==> src/rtl/core_management_arbiter.sv <==
// Registered round-robin arbiter/sequencer between JTAG and Wishbone masters and the core management bus.
// Optional stall timeout enabled by defining CORE_MANAGEMENT_TIMEOUT_EN.
module core_management_arbiter #(
  parameter int unsigned TIMEOUT_CYCLES = 255
) (
  input  logic        clk,
  input  logic        rst,
  input  logic        jtag_req,
  input  logic        jtag_we,
  input  logic [3:0]  jtag_byteSelect,
  input  logic [19:0] jtag_address,
  input  logic [31:0] jtag_writeData,
  output logic        jtag_ack,
  output logic [31:0] jtag_readData,
  output logic        jtag_error,
  input  logic        wb_req,
  input  logic        wb_we,
  input  logic [3:0]  wb_byteSelect,
  input  logic [19:0] wb_address,
  input  logic [31:0] wb_writeData,
  output logic        wb_ack,
  output logic [31:0] wb_readData,
  output logic        wb_error,
  output logic        mgmt_writeEnable,
  output logic        mgmt_readEnable,
  output logic [3:0]  mgmt_byteSelect,
  output logic [19:0] mgmt_address,
  output logic [31:0] mgmt_writeData,
  input  logic [31:0] mgmt_readData,
  input  logic        mgmt_busy,
  output logic        lastGrant
);

  // state  | meaning
  // IDLE   | waiting for a request, arbitrates on entry
  // ACCESS | latched transaction driven onto the bus until not busy
  // DONE   | one-cycle ack to the grantee, lastGrant updated
  localparam logic [1:0] ST_IDLE   = 2'd0;
  localparam logic [1:0] ST_ACCESS = 2'd1;
  localparam logic [1:0] ST_DONE   = 2'd2;

  logic [1:0]  state_q, state_d;
  logic        grant_q, grant_d;   // 1 = Wishbone
  logic        last_q, last_d;
  logic        we_q, we_d;
  logic [3:0]  be_q, be_d;
  logic [19:0] addr_q, addr_d;
  logic [31:0] wdata_q, wdata_d;
  logic [31:0] jrd_q, jrd_d;
  logic [31:0] wrd_q, wrd_d;
  logic        win;

`ifdef CORE_MANAGEMENT_TIMEOUT_EN
  localparam logic [15:0] TO_LAST = 16'(TIMEOUT_CYCLES - 1);
  logic [15:0] cnt_q, cnt_d;
  logic        to_q, to_d;
`endif

  // Wishbone wins when alone, or on a tie when JTAG owned the last transaction.
  assign win = wb_req && (!jtag_req || !last_q);

  always_comb begin
    state_d = state_q;
    grant_d = grant_q;
    last_d  = last_q;
    we_d    = we_q;
    be_d    = be_q;
    addr_d  = addr_q;
    wdata_d = wdata_q;
    jrd_d   = jrd_q;
    wrd_d   = wrd_q;
`ifdef CORE_MANAGEMENT_TIMEOUT_EN
    cnt_d   = cnt_q;
    to_d    = to_q;
`endif
    case (state_q)
      ST_IDLE: begin
        if (jtag_req || wb_req) begin
          grant_d = win;
          we_d    = win ? wb_we           : jtag_we;
          be_d    = win ? wb_byteSelect   : jtag_byteSelect;
          addr_d  = win ? wb_address      : jtag_address;
          wdata_d = win ? wb_writeData    : jtag_writeData;
          state_d = ST_ACCESS;
        end
      end
      ST_ACCESS: begin
        if (!mgmt_busy) begin
          if (!we_q) begin
            if (grant_q) wrd_d = mgmt_readData;
            else         jrd_d = mgmt_readData;
          end
          state_d = ST_DONE;
        end
`ifdef CORE_MANAGEMENT_TIMEOUT_EN
        else if (cnt_q == TO_LAST) begin
          if (grant_q) wrd_d = 32'hFFFF_FFFF;
          else         jrd_d = 32'hFFFF_FFFF;
          to_d    = 1'b1;
          state_d = ST_DONE;
        end else begin
          cnt_d = cnt_q + 16'd1;
        end
`endif
      end
      ST_DONE: begin
        last_d  = grant_q;
        state_d = ST_IDLE;
`ifdef CORE_MANAGEMENT_TIMEOUT_EN
        cnt_d   = '0;
        to_d    = 1'b0;
`endif
      end
      default: state_d = ST_IDLE;
    endcase
  end

  always_ff @(posedge clk or negedge rst) begin
    if (!rst) begin
      state_q <= ST_IDLE;
      grant_q <= 1'b0;
      last_q  <= 1'b1;
      we_q    <= 1'b0;
      be_q    <= '0;
      addr_q  <= '0;
      wdata_q <= '0;
      jrd_q   <= '0;
      wrd_q   <= '0;
`ifdef CORE_MANAGEMENT_TIMEOUT_EN
      cnt_q   <= '0;
      to_q    <= 1'b0;
`endif
    end else begin
      state_q <= state_d;
      grant_q <= grant_d;
      last_q  <= last_d;
      we_q    <= we_d;
      be_q    <= be_d;
      addr_q  <= addr_d;
      wdata_q <= wdata_d;
      jrd_q   <= jrd_d;
      wrd_q   <= wrd_d;
`ifdef CORE_MANAGEMENT_TIMEOUT_EN
      cnt_q   <= cnt_d;
      to_q    <= to_d;
`endif
    end
  end

  logic in_access, in_done;
  assign in_access = (state_q == ST_ACCESS);
  assign in_done   = (state_q == ST_DONE);

  // Bus outputs depend only on registers, so reset drops them at once.
  assign mgmt_writeEnable = in_access &  we_q;
  assign mgmt_readEnable  = in_access & ~we_q;
  assign mgmt_byteSelect  = in_access ? be_q    : '0;
  assign mgmt_address     = in_access ? addr_q  : '0;
  assign mgmt_writeData   = in_access ? wdata_q : '0;

  assign jtag_ack      = in_done & ~grant_q;
  assign wb_ack        = in_done &  grant_q;
  assign jtag_readData = jrd_q;
  assign wb_readData   = wrd_q;
  assign lastGrant     = last_q;

`ifdef CORE_MANAGEMENT_TIMEOUT_EN
  assign jtag_error = in_done & to_q & ~grant_q;
  assign wb_error   = in_done & to_q &  grant_q;
`else
  assign jtag_error = 1'b0;
  assign wb_error   = 1'b0;
`endif

endmodule

==> config.mk <==
export PLATFORM = sky130hd
export DESIGN_NAME = core_management_arbiter
export DESIGN_NICKNAME = d
export VERILOG_FILES = /design/src/rtl/core_management_arbiter.sv
export SDC_FILE = /design/constraint.sdc
export NUM_CORES = 1
export LEC_CHECK = 0
export ABC_AREA = 1
export CORE_MARGIN = 2
export CORE_UTILIZATION = 35
export CTS_CLUSTER_DIAMETER = 40
export DETAILED_ROUTE_END_ITERATION = 10
export GPL_TIMING_DRIVEN = 0
export PLACE_DENSITY = 0.68
export SYNTH_ARGS = -nofsm -noshare
export SYNTH_HDL_FRONTEND = slang
export SYNTH_SLANG_ARGS = --single-unit
==> constraint.sdc <==
create_clock -name clk -period 2.5 [get_ports clk]
set_input_delay 0.25 -clock clk [delete_from_list [all_inputs] [get_ports clk]]
set_output_delay 0.25 -clock clk [all_outputs]
set_load 0.03 [all_outputs]
==> summary.txt <==
GRT
  • Antenna violations before repair: 0
  • First-pass GRT wire length: 33,210 µm
  • Vias in the first global route: 6,496
  • Global route overflow: 0
  • GRT Total Usage: 21.45%
  • Largest net degree at the start of global routing: 92

Clock network
  • CTS tree: built
  • Bufs on Longest Clock Path: 2
  • Post-CTS setup repair buffer count: 0
  • Clock Pin Slew Worst Setup and Hold Paths: 0.06 ns
  • Number of H-tree levels: 4
  • Clk_lat worst skew: 0.42 ns
  • CTS root buf: clkbuf_16
  • Total CTS buffers: 17
  • Clock Sinks: 125

Place
  • IO Port Bufs: 274
  • Placed insts: 1,420
  • Dpl hpwl: 15,260 µm
  • Gpl congestion: 0.8292

STA
  • Period Utilization, post-route: 94.85%
  • RSZ-0062 raised after global routing: false
  • Slew margin rel.: 62.13%
  • # setup viols final: 0
  • Worst-Margin Slew: 0.5681 ns
  • Final Max Slew Viols: 0
  • Clock Skew: 0.007340 ns
  • Tmin final: 2.371 ns
  • Final Hold Violating Endpoints: 0
  • F_max: 421.7 MHz

Worst setup path
  • Worst EP required: 2.25 ns
  • Slowest library cell on the worst path: clkdlybuf4s50_1
  • Reg2reg setup slack: 0.86 ns
  • Critical path class: register to primary output
  • Worst path arrival time: 2.12 ns
  • Element type at the critical path end: primary output
  • Worst setup SP type: register
  • Critical path, cell by cell: inv_2, nand2_1, clkbuf_2, nor2_1, clkdlybuf4s50_1
  • Crit path max fanout: 10
  • CP max stage delay: 0.71 ns

Drt
  • Final wirelength: 20,350 µm
  • Met2 routed WL: 9536 µm
  • Vias per inst: 4.528
  • Highest metal used: met4
  • DR pass1 iterations: 6
  • Initial DRC count: 217
  • Met1 wire length: 8674 µm
  • DRC errors left: 0
  • Drt wl/cell: 14.01 µm
  • Routed Antenna Nets: 0
  • Vias: 6,579
  • Metal3 WL: 1779 µm

Power
  • VDD IR max: 0.7667 mV
  • Leakage: 5.745 nW
  • Clock power share: 20.4%
  • Sw frac: 44.63%
  • Sequential Power Share: 27.8%
  • Combinational share of power: 51.8%
  • P_sw: 0.005646 W
  • Internal: 0.007005 W
  • Cell Pwr Density: 1247 nW/µm²

Logic synthesis
  • Syn. warnings: 0
  • Syn avg cell area: 7.066 µm²
  • Yosys top cell area share: 48.00%
  • Synth Flop Type: dfrtp_1
  • Synthesized cell area: 6465 µm²
  • Synthesized flop and latch total: 125
  • Cell taking the most area after synthesis: dfrtp_1
  • Cells after synthesis: 915
  • Synth async-reset ratio: 100.0%
  • Cell variety after synth: 17
  • Largest cells by area after synthesis: dfrtp_1 48%, nand2_1 18%, nand3_1 14%, inv_1 10%, nor2_1 3.7%
  • Sequential area share after synthesis: 48.40%
  • Number of synthesized flops with an enable pin: 0
  • Top-count cell post-synth: nand2_1
  • Most instantiated cells after synthesis: 309 x nand2_1, 179 x nand3_1, 172 x inv_1, 124 x dfrtp_1, 63 x nor2_1

Status
  • Status: finished clean

Floorplanning
  • Placement Rows: 49
  • Initial Util: 35.87%
  • Chip Height: 139.9 µm
  • IO Pins: 278
  • Die X: 139.9 µm
  • Die Area: 19,570 µm²
  • CORE AREA: 18,020 µm²

Cells and area
  • Layout area overhead: 56.88%
  • Number of fill cells: 1,801
  • Layout cells sized above 1: 7.435%
  • N_diodes: 0
  • Finished Core Util: 56.27%
  • Final net count: 1,362
  • Fin cells: 1,453

Flow run
  • Max_cap viols: 0

Worst hold path
  • Min-delay worst type: input pin to asynchronous set/reset pin
-- routing by layer --
metal | up-vias | global-route usage [%]
met5 | - | 0
met4 | 0 | 7.211
met3 | 27 | 7.350
met2 | 239 | 34.76
met1 | 2996 | 26.94
li1 | 3317 | -
-- power by group through the flow --
stage	sequential, W	combinational [W]	clock, W
6_report	0.00352	0.00656	0.00258
5_1_grt	0.00364	0.00715	0.00273
4_1_cts	0.00352	0.00665	0.00263
3_5_place_dp	0.00354	0.00680	0
3_3_place_gp	0.00353	0.00674	0
2_1_floorplan	0.00439	0.00310	0
-- cell families after synthesis --
family | count (synthesis) | share of synthesized area [%]
simple gates | 554 | 35.75
buf+inv | 232 | 15.50
flops | 125 | 48.40
compound gates | 3 | 0.2902
other cells | 1 | 0.05801
-- layout by cell type, fill, tap and decap left out --
cell type / netlist / routed
buf_6: 9 / 10
dlymetal6s2s_1: 0 / 13
clkbuf_1: 9 / 7
buf_1: 1 / 1
buf_4: 6 / 6
nand2_1: 309 / 309
clkdlybuf4s50_1: 0 / 225
dlygate4sd2_1: 0 / 35
nand3_1: 179 / 179
inv_8: 0 / 1
o21ai_0: 1 / 1
buf_16: 0 / 1
clkbuf_2: 0 / 2
conb_1: 1 / 2
o21ai_2: 1 / 1
inv_2: 2 / 2
clkbuf_16: 0 / 17
dfstp_2: 1 / 1
dlygate4sd3_1: 0 / 1
inv_1: 172 / 172
clkinvlp_4: 0 / 1
nor2_2: 3 / 3
clkinv_4: 0 / 6
inv_6: 0 / 2
bufinv_16: 0 / 3
o21ai_1: 1 / 1
buf_2: 33 / 33
nor2_1: 63 / 63
clkinv_2: 0 / 2
dfrtp_1: 124 / 124
-- path summary, 6_finish.rpt --
path,start,to,depth (start not counted)
worst min register to register,wb_readData[9],wb_readData[9],2
worst max-delay path,state_q[1],mgmt_writeData[2],5
worst min-delay path,rst,jtag_readData[10],2
min in group clk,mgmt_readData[27],wb_readData[27],3
max in group asynchronous,rst,lastGrant,3
worst max register to register,lastGrant,wdata_q[0],6
-- registers in the layout, summed over array words and instances, names as in the netlist --
signal         count
addr_q            20
be_q               4
grant_q            1
jtag_readData     32
lastGrant          1
state_q            2
wb_readData       32
wdata_q           32
we_q               1
-- critical path: cells and delay by family, from the launching register on --
kind	cells	cell delay, ns
buf+inv	3	1.04
simple gates	2	0.26
flops	1	0.40
-- per-stage QoR --
step           hold WS, ns  power (W)  area (µm²)  setup slack, ns  setup TNS (ns)
2_1_floorplan     -0.04559   0.007492        6469           0.9623               0
3_3_place_gp        0.4519    0.01028        9498           -3.977         -494.14
3_5_place_dp        0.1705    0.01034        9527           0.2561               0
4_1_cts             0.2924    0.01279       10110         0.003676               0
5_1_grt             0.3278    0.01352       10140         0.001497               0
6_report            0.2984    0.01265       10140           0.1289               0
-- repair_timing --
item | CTS | global route
endpoints found under the setup margin | 35 | 16
hold buffers | 1 | 0
endpoints found under the hold margin | 34 | 0
gates resized for setup | 35 | 17
cloned | 0 | 0
-- layout make-up --
class                   count  area (µm²)  share of cell area (%)
clock inverters            15       188.9                   1.863
well taps                 229       286.5                   2.825
multi-input cells         559        2337                   23.04
flip-flops and latches    125        3129                   30.85
repair buffers            276        2770                   27.31
inverters                 174       653.1                   6.440
plain buffers              58       351.6                   3.467
clock buffers              17       425.4                   4.194
Power figures use the tool's default switching activity.
